==> src/rtl/uart_rx_engine_pkg.sv <==
// Shared definitions for the UART receiver: FSM state encoding, minimum
// bit period and a period clamp helper. The BREAK state exists only when
// UART_RX_BREAK_DETECT_EN is defined.
package uart_rx_engine_pkg;

    localparam int unsigned MIN_PERIOD = 4;

    typedef enum logic [2:0] {
        UART_RX_IDLE,
        UART_RX_START,
        UART_RX_DATA,
        UART_RX_PARITY,
        UART_RX_STOP
`ifdef UART_RX_BREAK_DETECT_EN
        , UART_RX_BREAK
`endif
    } rx_state_t;

    // Periods below the minimum cannot place a mid-bit sample; raise them.
    function automatic logic [15:0] clamp_period(input logic [15:0] p);
        return (p < 16'(MIN_PERIOD)) ? 16'(MIN_PERIOD) : p;
    endfunction

endpackage

==> src/rtl/uart_rx_engine_if.sv <==
// Configuration and received-frame bus of the UART receiver.
// slave = receiver side, master = register/FIFO side.
// break_det is present only with UART_RX_BREAK_DETECT_EN.
interface uart_rx_engine_if #(
    parameter int unsigned MAX_DATA_BITS = 16
);
    logic [15:0]              cfg_period;
    logic [4:0]               cfg_data_bits;
    logic                     cfg_parity_en;
    logic                     cfg_parity_odd;
    logic [1:0]               cfg_stop_bits;
    logic [MAX_DATA_BITS-1:0] data;
    logic                     valid;
    logic                     parity_error;
    logic                     framing_error;
    logic                     busy;
`ifdef UART_RX_BREAK_DETECT_EN
    logic                     break_det;
`endif

    modport master (
        output cfg_period, cfg_data_bits, cfg_parity_en, cfg_parity_odd, cfg_stop_bits,
        input  data, valid, parity_error, framing_error, busy
`ifdef UART_RX_BREAK_DETECT_EN
        , input break_det
`endif
    );

    modport slave (
        input  cfg_period, cfg_data_bits, cfg_parity_en, cfg_parity_odd, cfg_stop_bits,
        output data, valid, parity_error, framing_error, busy
`ifdef UART_RX_BREAK_DETECT_EN
        , output break_det
`endif
    );

endinterface

==> src/rtl/uart_rx_engine_bit_timer.sv <==
// uart_bit_timer: loadable 16-bit down counter; holds at zero and flags
// tick while the count is zero. A load overrides the decrement.
module uart_bit_timer (
    input  logic        i_clk,
    input  logic        i_rst,
    input  logic        i_load,
    input  logic [15:0] i_load_val,
    output logic        o_tick
);

    logic [15:0] r_count;

    // Count down to zero and stay there until reloaded.
    always_ff @(posedge i_clk) begin
        if (i_rst) begin
            r_count <= '0;
        end else if (i_load) begin
            r_count <= i_load_val;
        end else if (r_count != '0) begin
            r_count <= r_count - 16'd1;
        end
    end

    assign o_tick = (r_count == '0);

endmodule

==> src/rtl/uart_rx_engine.sv <==
// uart_rx_engine: UART receiver with runtime bit period, data width,
// parity and stop bits. Optional break detection under the macro
// UART_RX_BREAK_DETECT_EN (adds bus.break_det and the BREAK state).
module uart_rx_engine
    import uart_rx_engine_pkg::*;
#(
    parameter int unsigned MAX_DATA_BITS = 16,
    parameter int unsigned SYNC_STAGES   = 2
) (
    input  logic           i_clk,
    input  logic           i_rst,
    input  logic           i_enable,
    input  logic           i_rx,
    uart_rx_engine_if.slave bus
);

    logic [SYNC_STAGES-1:0]   r_sync;
    logic                     r_prev_rx;
    logic                     w_rx_s;
    logic                     w_fall;
    logic                     w_start;
    rx_state_t                r_state;
    rx_state_t                w_state_next;
    logic [15:0]              r_period;
    logic [4:0]               r_data_bits;
    logic                     r_par_en;
    logic                     r_par_odd;
    logic                     r_two_stops;
    logic [4:0]               r_bit_cnt;
    logic                     r_stop_cnt;
    logic [MAX_DATA_BITS-1:0] r_shift;
    logic                     r_par_err;
    logic                     r_frm_err;
    logic [MAX_DATA_BITS-1:0] r_data;
    logic                     r_valid;
    logic                     r_perr;
    logic                     r_ferr;
    logic                     w_tick;
    logic                     w_load;
    logic [15:0]              w_load_val;
    logic                     w_done;
`ifdef UART_RX_BREAK_DETECT_EN
    logic                     r_all_zero;
    logic                     r_brk;
    logic                     w_brk;

    assign w_brk         = r_all_zero & ~w_rx_s;
    assign bus.break_det = r_brk;
`endif

    assign w_rx_s  = r_sync[SYNC_STAGES-1];
    assign w_fall  = r_prev_rx & ~w_rx_s;
    assign w_start = (r_state == UART_RX_IDLE) && i_enable && w_fall;

    // Input synchronizer chain and previous-sample register for edge detection.
    always_ff @(posedge i_clk) begin
        if (i_rst) begin
            r_sync    <= '1;
            r_prev_rx <= 1'b1;
        end else begin
            r_sync    <= {r_sync[SYNC_STAGES-2:0], i_rx};
            r_prev_rx <= w_rx_s;
        end
    end

    uart_bit_timer u_timer (
        .i_clk      (i_clk),
        .i_rst      (i_rst),
        .i_load     (w_load),
        .i_load_val (w_load_val),
        .o_tick     (w_tick)
    );

    // State register.
    always_ff @(posedge i_clk) begin
        if (i_rst) begin
            r_state <= UART_RX_IDLE;
        end else begin
            r_state <= w_state_next;
        end
    end

    // Next state, bit-timer reloads and frame completion strobe.
    always_comb begin
        w_state_next = r_state;
        w_load       = 1'b0;
        w_load_val   = r_period - 16'd1;
        w_done       = 1'b0;
        case (r_state)
            UART_RX_IDLE: begin
                if (w_start) begin
                    w_state_next = UART_RX_START;
                    w_load       = 1'b1;
                    w_load_val   = (clamp_period(bus.cfg_period) >> 1) - 16'd1;
                end
            end
            UART_RX_START: begin
                if (w_tick) begin
                    w_load       = 1'b1;
                    w_state_next = w_rx_s ? UART_RX_IDLE : UART_RX_DATA;
                end
            end
            UART_RX_DATA: begin
                if (w_tick) begin
                    w_load = 1'b1;
                    if (r_bit_cnt == r_data_bits - 5'd1) begin
                        w_state_next = r_par_en ? UART_RX_PARITY : UART_RX_STOP;
                    end
                end
            end
            UART_RX_PARITY: begin
                if (w_tick) begin
                    w_load       = 1'b1;
                    w_state_next = UART_RX_STOP;
                end
            end
            UART_RX_STOP: begin
                if (w_tick) begin
                    w_load = 1'b1;
                    if (!r_two_stops || r_stop_cnt) begin
                        w_done       = 1'b1;
                        w_state_next = UART_RX_IDLE;
`ifdef UART_RX_BREAK_DETECT_EN
                        if (w_brk) begin
                            w_state_next = UART_RX_BREAK;
                        end
`endif
                    end
                end
            end
`ifdef UART_RX_BREAK_DETECT_EN
            UART_RX_BREAK: begin
                if (w_rx_s) begin
                    w_state_next = UART_RX_IDLE;
                end
            end
`endif
            default: w_state_next = UART_RX_IDLE;
        endcase
        if (!i_enable) begin
            w_state_next = UART_RX_IDLE;
            w_done       = 1'b0;
        end
    end

    // Config shadowing, bit sampling, error accumulation and output update.
    always_ff @(posedge i_clk) begin
        if (i_rst) begin
            r_period    <= 16'(MIN_PERIOD);
            r_data_bits <= 5'd1;
            r_par_en    <= 1'b0;
            r_par_odd   <= 1'b0;
            r_two_stops <= 1'b0;
            r_bit_cnt   <= '0;
            r_stop_cnt  <= 1'b0;
            r_shift     <= '0;
            r_par_err   <= 1'b0;
            r_frm_err   <= 1'b0;
            r_data      <= '0;
            r_valid     <= 1'b0;
            r_perr      <= 1'b0;
            r_ferr      <= 1'b0;
`ifdef UART_RX_BREAK_DETECT_EN
            r_all_zero  <= 1'b1;
            r_brk       <= 1'b0;
`endif
        end else begin
            r_valid <= w_done;
            if (w_start) begin
                r_period    <= clamp_period(bus.cfg_period);
                r_data_bits <= bus.cfg_data_bits;
                r_par_en    <= bus.cfg_parity_en;
                r_par_odd   <= bus.cfg_parity_odd;
                r_two_stops <= (bus.cfg_stop_bits == 2'd2);
                r_bit_cnt   <= '0;
                r_stop_cnt  <= 1'b0;
                r_shift     <= '0;
                r_par_err   <= 1'b0;
                r_frm_err   <= 1'b0;
`ifdef UART_RX_BREAK_DETECT_EN
                r_all_zero  <= 1'b1;
`endif
            end else if (w_tick) begin
                case (r_state)
                    UART_RX_DATA: begin
                        r_shift   <= r_shift | (MAX_DATA_BITS'(w_rx_s) << r_bit_cnt);
                        r_bit_cnt <= r_bit_cnt + 5'd1;
                    end
                    UART_RX_PARITY: begin
                        r_par_err <= (w_rx_s != (r_par_odd ^ (^r_shift)));
                    end
                    UART_RX_STOP: begin
                        r_stop_cnt <= 1'b1;
                        r_frm_err  <= r_frm_err | ~w_rx_s;
                    end
                    default: ;
                endcase
`ifdef UART_RX_BREAK_DETECT_EN
                if (r_state == UART_RX_DATA || r_state == UART_RX_PARITY ||
                    r_state == UART_RX_STOP) begin
                    r_all_zero <= r_all_zero & ~w_rx_s;
                end
`endif
            end
            if (w_done) begin
                r_data <= r_shift;
                r_perr <= r_par_err;
                r_ferr <= r_frm_err | ~w_rx_s;
`ifdef UART_RX_BREAK_DETECT_EN
                r_brk  <= w_brk;
                if (w_brk) begin
                    r_data <= '0;
                end
`endif
            end
        end
    end

    assign bus.data          = r_data;
    assign bus.valid         = r_valid;
    assign bus.parity_error  = r_perr;
    assign bus.framing_error = r_ferr;
    assign bus.busy          = (r_state != UART_RX_IDLE);

endmodule
==> src/flat_wrapper.sv <==
// flat-port wrapper written by rule: the top's interface ports become plain ports
module uart_rx_engine_flat import uart_rx_engine_pkg::*;
#(
    parameter int unsigned MAX_DATA_BITS = 16,
    parameter int unsigned SYNC_STAGES   = 2
)
  (i_clk, i_rst, i_enable, i_rx, bus_cfg_period, bus_cfg_data_bits, bus_cfg_parity_en, bus_cfg_parity_odd, bus_cfg_stop_bits, bus_data, bus_valid, bus_parity_error, bus_framing_error, bus_busy);
  uart_rx_engine_if #(.MAX_DATA_BITS(MAX_DATA_BITS)) bus_i ();
  input  logic i_clk;
  input  logic i_rst;
  input  logic i_enable;
  input  logic i_rx;
  input wire logic [$bits(bus_i.cfg_period)-1:0] bus_cfg_period;
  input wire logic [$bits(bus_i.cfg_data_bits)-1:0] bus_cfg_data_bits;
  input wire logic [$bits(bus_i.cfg_parity_en)-1:0] bus_cfg_parity_en;
  input wire logic [$bits(bus_i.cfg_parity_odd)-1:0] bus_cfg_parity_odd;
  input wire logic [$bits(bus_i.cfg_stop_bits)-1:0] bus_cfg_stop_bits;
  output wire logic [$bits(bus_i.data)-1:0] bus_data;
  output wire logic [$bits(bus_i.valid)-1:0] bus_valid;
  output wire logic [$bits(bus_i.parity_error)-1:0] bus_parity_error;
  output wire logic [$bits(bus_i.framing_error)-1:0] bus_framing_error;
  output wire logic [$bits(bus_i.busy)-1:0] bus_busy;
  assign bus_i.cfg_period = bus_cfg_period;
  assign bus_i.cfg_data_bits = bus_cfg_data_bits;
  assign bus_i.cfg_parity_en = bus_cfg_parity_en;
  assign bus_i.cfg_parity_odd = bus_cfg_parity_odd;
  assign bus_i.cfg_stop_bits = bus_cfg_stop_bits;
  assign bus_data = bus_i.data;
  assign bus_valid = bus_i.valid;
  assign bus_parity_error = bus_i.parity_error;
  assign bus_framing_error = bus_i.framing_error;
  assign bus_busy = bus_i.busy;
  uart_rx_engine #(.MAX_DATA_BITS(MAX_DATA_BITS), .SYNC_STAGES(SYNC_STAGES)) u_core (.i_clk(i_clk), .i_rst(i_rst), .i_enable(i_enable), .i_rx(i_rx), .bus(bus_i));
endmodule
==> config.mk <==
export PLATFORM = sky130hd
export DESIGN_NAME = uart_rx_engine_flat
export DESIGN_NICKNAME = d
export VERILOG_FILES = /design/src/rtl/uart_rx_engine_pkg.sv /design/src/rtl/uart_rx_engine_if.sv /design/src/rtl/uart_rx_engine_bit_timer.sv /design/src/rtl/uart_rx_engine.sv /design/src/flat_wrapper.sv
export SDC_FILE = /design/constraint.sdc
export NUM_CORES = 1
export LEC_CHECK = 0
export CAP_MARGIN = 20
export CORE_MARGIN = 10
export CORE_UTILIZATION = 57
export DETAILED_ROUTE_END_ITERATION = 8
export PLACE_DENSITY_LB_ADDON = 0.2
export SYNTH_ARGS = -nofsm -noshare
export SYNTH_HDL_FRONTEND = slang
export SYNTH_SLANG_ARGS = --single-unit
export TNS_END_PERCENT = 100
==> constraint.sdc <==
create_clock -name i_clk -period 3.3 [get_ports i_clk]
set_clock_uncertainty 0.15 [all_clocks]
set_input_delay 0.66 -clock i_clk [delete_from_list [all_inputs] [get_ports i_clk]]
set_output_delay 0.66 -clock i_clk [all_outputs]
set_load 0.01 [all_outputs]
# Word level (Yosys, flattened, before mapping)

Index checks and enable logic that the tools add are counted.

Register bits after elaboration: 89
Input bits: 29
Output and inout port bits: 20
Word-level logic and storage cells: 84

Add/subtract/negate cells: 5
Order comparisons: 1
Eq/ne operators: 14
Shifts and indexed selects: 1
Muxes and demuxes: 22
Bitwise operators: 6
Reductions and logical operators: 17

Operators by type and width:

| operator                                                    | number |
|---|---|
| 2-to-1 mux 16 bit                                           | 5 |
| subtractor 16 x 1 -> 16 bit, second input constant          | 2 |
| 2-to-1 mux 3 bit                                            | 8 |
| zero test 16 bit                                            | 1 |
| less-than comparator 16 x 3 -> 1 bit, second input constant | 1 |
| OR 16 bit                                                   | 1 |
| nonzero test 16 bit                                         | 1 |
| parity 16 bit                                               | 1 |
| left shift 1 x 5 -> 16 bit                                  | 1 |
| subtractor 15 x 1 -> 16 bit, second input constant          | 1 |
| case mux 3 bit (5 select lines)                             | 1 |
| inequality test 2 bit, second input constant                | 4 |
| AND reduction 7 bit                                         | 1 |
| equality test 3 x 2 -> 1 bit, second input constant         | 2 |
| 2-to-1 mux 1 bit                                            | 6 |
| inequality test 2 x 1 -> 1 bit, second input constant       | 3 |
| AND reduction 2 bit                                         | 3 |
| adder 5 x 1 -> 5 bit, second input constant                 | 1 |
| equality test 5 bit                                         | 1 |
| subtractor 5 x 1 -> 5 bit, second input constant            | 1 |
| OR reduction 2 bit                                          | 2 |
| OR reduction 4 bit                                          | 1 |
| equality test 3 x 1 -> 1 bit, second input constant         | 1 |
| equality test 3 bit, second input constant                  | 1 |
| 14 further kinds                                            | 16 |

# Depth between registers and ports, before layout

Depth in word-level cells: 6
Depth in mapped cells: 10
Depth with buffers taken out: 9

# Hierarchy

A second synthesis with hierarchy kept.

Cells, all modules: 561
Area total of the unflattened synthesis: 4725.8 um2

Modules (own cells, without submodules):

| module         | instances | cells an instance | area each (um2) | seq. area each (um2) |
|---|---|---|---|---|
| uart_rx_engine | 1         | 445               | 3761.1          | 1461.4 |
| uart_bit_timer | 1         | 116               | 964.7           | 320.3 |

# Worst setup path before layout

No wires, ideal clock.

Path kind: input to register
Start: in bus_cfg_period[6]
End: reg u_core.u_timer.r_count[12]
Setup time: 115 ps
Arrival time: 2727 ps
Data required time: 3035 ps
Path slack: 309 ps
Cell stages on the path: 9
Path buffers: 0
Cell sequence: nor4_1 -> nand2_1 -> or3_1 -> nor2b_1 -> ha_1 -> nand4_1 -> xnor2_1 -> nor2_1 -> a2111oi_0

Cells in the longest elaborated chain, start to end: 6

RTL lines:

| element                              | RTL line                       | text |
|---|---|---|
| start, declared                      | flat_wrapper.sv:13             | `input wire logic [$bits(bus_i.cfg_period)-1:0] bus_cfg_period;` |
| less-than comparator 16 x 3 -> 1 bit | uart_rx_engine_pkg.sv:21       | `return (p < 16'(MIN_PERIOD)) ? 16'(MIN_PERIOD) : p;` |
| 2-to-1 mux 16 bit *                  | uart_rx_engine_pkg.sv:21       |  |
| subtractor 15 x 1 -> 16 bit *        | uart_rx_engine.sv:94           | `w_load_val = (clamp_period(bus.cfg_period) >> 1) - 16'd1;` |
| 2-to-1 mux 16 bit *                  | uart_rx_engine.sv:91           | `if (w_start) begin` |
| 2-to-1 mux 16 bit *                  | uart_rx_engine.sv:89           | `case (r_state)` |
| 2-to-1 mux 16 bit *                  | uart_rx_engine_bit_timer.sv:17 | `end else if (i_load) begin` |
| end signal, assigned                 | uart_rx_engine_bit_timer.sv:18 | `r_count <= i_load_val;` |
| end signal, assigned                 | uart_rx_engine_bit_timer.sv:20 | `r_count <= r_count - 16'd1;` |
| end, declared                        | uart_rx_engine_bit_timer.sv:11 | `logic [15:0] r_count;` |

Mark *: on every way between the ends. The rest lies on a longest branch, timed or not.
A chain may end at the register's enable or synchronous reset.

# Final worst setup path

Start: reg u_core.u_timer.r_count[0]
End: reg u_core.r_ferr (netlist: u_core.bus.framing_error)

Cells in the longest elaborated chain, start to end: 4

RTL lines:

| element              | RTL line                       | text |
|---|---|---|
| zero test 16 bit     | uart_rx_engine_bit_timer.sv:24 | `assign o_tick = (r_count == '0);` |
| 2-to-1 mux 1 bit     | uart_rx_engine.sv:118          | `if (w_tick) begin` |
| 2-to-1 mux 1 bit     | uart_rx_engine.sv:89           |  |
| 2-to-1 mux 1 bit     | uart_rx_engine.sv:140          | `if (!i_enable) begin` |
| end signal, assigned | uart_rx_engine.sv:208          | `r_ferr <= r_frm_err \| ~w_rx_s;` |
| end, declared        | uart_rx_engine.sv:37           | `logic r_ferr;` |

Every way passes these cells.

==> run_results.csv <==
group,metric,value,unit
clock_network,hold_buffers,0,
synth,synth_warnings,0,
clock_network,cts.sinks,89,
final_layout,stdcell_count,757,
final_layout,fin_nets,686,
final_layout,layout_common_cells,"nand2_1, dfxtp_1, a21oi_1",
final_layout,final-seq-area,0.00178,sq mm
pwr,max-vdd-ir-drop,0.315,mV
timing,setup_viol,0,
timing,maxSlewViolCount,0,
grt,grt_max_degree,51,
critical_path,cp_slowest_cell,"or4_1",
grt,antenna_found_initial,0,
clock_network,cts_tree,"yes",
critical_path,critical_path_class,"register to register",
timing,relSlewSlack,51.8,%
critical_path,startpoint_type,"register",
grt,grt_overflow,0,
route,ant_nets,0,
critical_path,crit_family,"simple AND/OR/NAND/NOR gates",
final_layout,multi_input_area,0.00272,sq mm
route,drt_pre_antenna_iters,7,
timing,setup_tns,0,ns
synth,netlist_area,0.00468,sq mm
final_layout,n_fill_cell,659,
place,port_buffers,48,
synth,synth.distinct_cells,63,
clock_network,clock_latency,0.37,ns
final_layout,area_delta_synth_final,18.6,%
critical_path,arrival,3.02,ns
synth,synth_nets,627,
critical_path,cpPeakStageDelay,0.88,ns
critical_path,cpMostUsedCell,"nor3_1",
synth,ys_seq_area_share,38.1,%
place,globalplace.congestion,0.889,
place,place_area,0.00536,sq mm
route,via_per_inst,5.97,
floorplanning,core_area,0.00785,sq mm
outcome,status,"completed",
critical_path,crit_fanout,18,
pwr,p_per_area,547,mW/mm^2
flow_run,drv_cap,0,
floorplanning,ios,49,
clock_network,clockBufferDepth,2,
route,drt_iter0_markers,433,
clock_network,numCtsBuffers,9,
pwr,swShare,37.7,%
synth,syn_inst,591,
final_layout,mostFrequentLayoutCell,"nand2_1",
floorplanning,initial_utilization,59.6,%
floorplanning,rows,32,
place,dp_hpwl,9.40,mm
timing,fmax,342,MHz
critical_path,crit_chain,"inv_1 -> ha_1 -> nor4b_2 -> nand3_1 -> or4_1 -> nor3_1 -> nor3_1",
synth,syn-mean-instance-area,7.91,sq um
pwr,p_leak,1.94,nW
route,totalWireLength,12.7,mm
timing,finalCriticalPeriod,2.92,ns
floorplanning,die_y,111,microns
hold_path,hold_class,"register to register",
final_layout,antennaDiodeCount,0,
pwr,p_seq_share,42.1,%
clock_network,post_cts_buffers,0,
route,drc,0,
critical_path,required,3.40,ns
clock_network,cts_resized,0,
floorplanning,die_area,0.0122,sq mm
route,avgRoutedWirePerCell,16.8,microns
pwr,comb_power_share,33.9,%
pwr,intPower,1.89,mW
timing,min_period_over_period,88.5,%
synth,synth-seq-cells,89,
critical_path,setup.worst_path.end_class,"register",
floorplanning,die_w,111,microns
synth,synthFlopType,"dfxtp_1",
pwr,totalPowerFinal,3.03,mW
route,vias,4517,
final_layout,design_area,0.00554,sq mm
synth,synth_edf_count,0,
timing,tightest_slew,0.716,ns
clock_network,cts_max_level,3,
grt,grt_pass1_wl,20.4,mm
critical_path,critPathBufInv,1,
clock_network,path_clk_slew,0.10,ns
synth,ys_async_sr_fraction,0,%
place,post-place-cells,741,
final_layout,layout-drive-gt1-share,9.31,%
grt,first_global_vias,4100,
pwr,switching_power,1.14,mW
grt,grtUsageTotal,19.6,%
pwr,p_clk_share,24.1,%
timing,hold_viol_final,0,
clock_network,clock_tree.root_cell,"clkbuf_8",
timing,rsz0062_at_grt,"no",
## metal layers
metal	wire length, microns	track usage, %
met1	5810	27.5
met2	5580	28.8
met3	1190	4.92
met4	161	5.44
met5	0	0
## power groups by stage
stage | registers (mW) | logic (mW) | clock network, mW
detailed placement | 1.30 | 0.988 | 0
finish | 1.28 | 1.03 | 0.731
global placement | 1.29 | 0.965 | 0
CTS | 1.27 | 1.00 | 0.735
global route | 1.29 | 1.11 | 0.784
floorplan | 1.27 | 0.760 | 0
## registers in the layout, summed over array words and instances, names as in the netlist, 2 cells and up
name and flops:
u_core.bus.data 16, u_core.r_period 16, u_core.r_shift 16, u_core.u_timer.r_count 16, u_core.r_bit_cnt 5, u_core.r_data_bits 5, u_core.r_state 3, u_core.r_sync 2
## cell families (layout without fill, tap and decap cells)
logic type	Yosys count	count (layout)	share of synthesized area [%]
and+or+nand+nor	275	275	28.7
AOI/OAI and AO/OA	122	122	16.3
DFF	89	89	38.1
xor gates and xnor gates	52	52	10.0
buffers and inverters	41	105	3.83
adders and majority gates	7	7	1.87
muxes	5	5	1.10
## Yosys cell counts (8+ instances only)
library cell | count | area [sq um]
nor3_1 | 19 | 95.1
inv_1 | 12 | 45.0
nor4_1 | 16 | 100
nand2_1 | 118 | 443
clkbuf_1 | 19 | 71.3
nor2_1 | 51 | 191
nand3_1 | 13 | 65.1
dfxtp_1 | 89 | 1780
a21oi_1 | 64 | 320
xor2_1 | 10 | 87.6
a31oi_1 | 8 | 50.1
or3_1 | 8 | 50.1
xnor2_1 | 41 | 359
## worst paths after layout
| kind | startpoint | end | slack, ns | cells after the start |
|---|---|---|---|---|
| min | u_core.r_sync[0]$_SDFF_PP1_ | u_core.r_sync[1]$_SDFF_PP1_ | 0.27 | 1 |
| min reg2reg | u_core.r_sync[0]$_SDFF_PP1_ | u_core.r_sync[1]$_SDFF_PP1_ | 0.27 | 1 |
| max reg2reg | u_core.u_timer.r_count[0]$_SDFFE_PP0P_ | u_core.bus.framing_error$_SDFFE_PP0P_ | 0.38 | 7 |
| max | u_core.u_timer.r_count[0]$_SDFFE_PP0P_ | u_core.bus.framing_error$_SDFFE_PP0P_ | 0.38 | 7 |
## stage by stage
step                setup WS [ns]  utilization, %  hold WS, ns
global placement            0.126            68.3        0.243
detailed placement         0.0102            68.3        0.250
floorplan                   0.309               -        0.239
finish                      0.378            70.6        0.270
global route               0.0761            70.6        0.281
CTS                         0.396            70.6        0.272
## area by class of cell
| type | count | share of cell area [%] |
|---|---|---|
| clock inverter | 7 | 1.11 |
| tap | 102 | 2.30 |
| multi-input combinational | 461 | 49.0 |
| sequential | 89 | 32.1 |
| timing repair buffer | 76 | 12.4 |
| inverter | 13 | 0.880 |
| clock buffer | 9 | 2.23 |
Power figures use the tool's default switching activity.
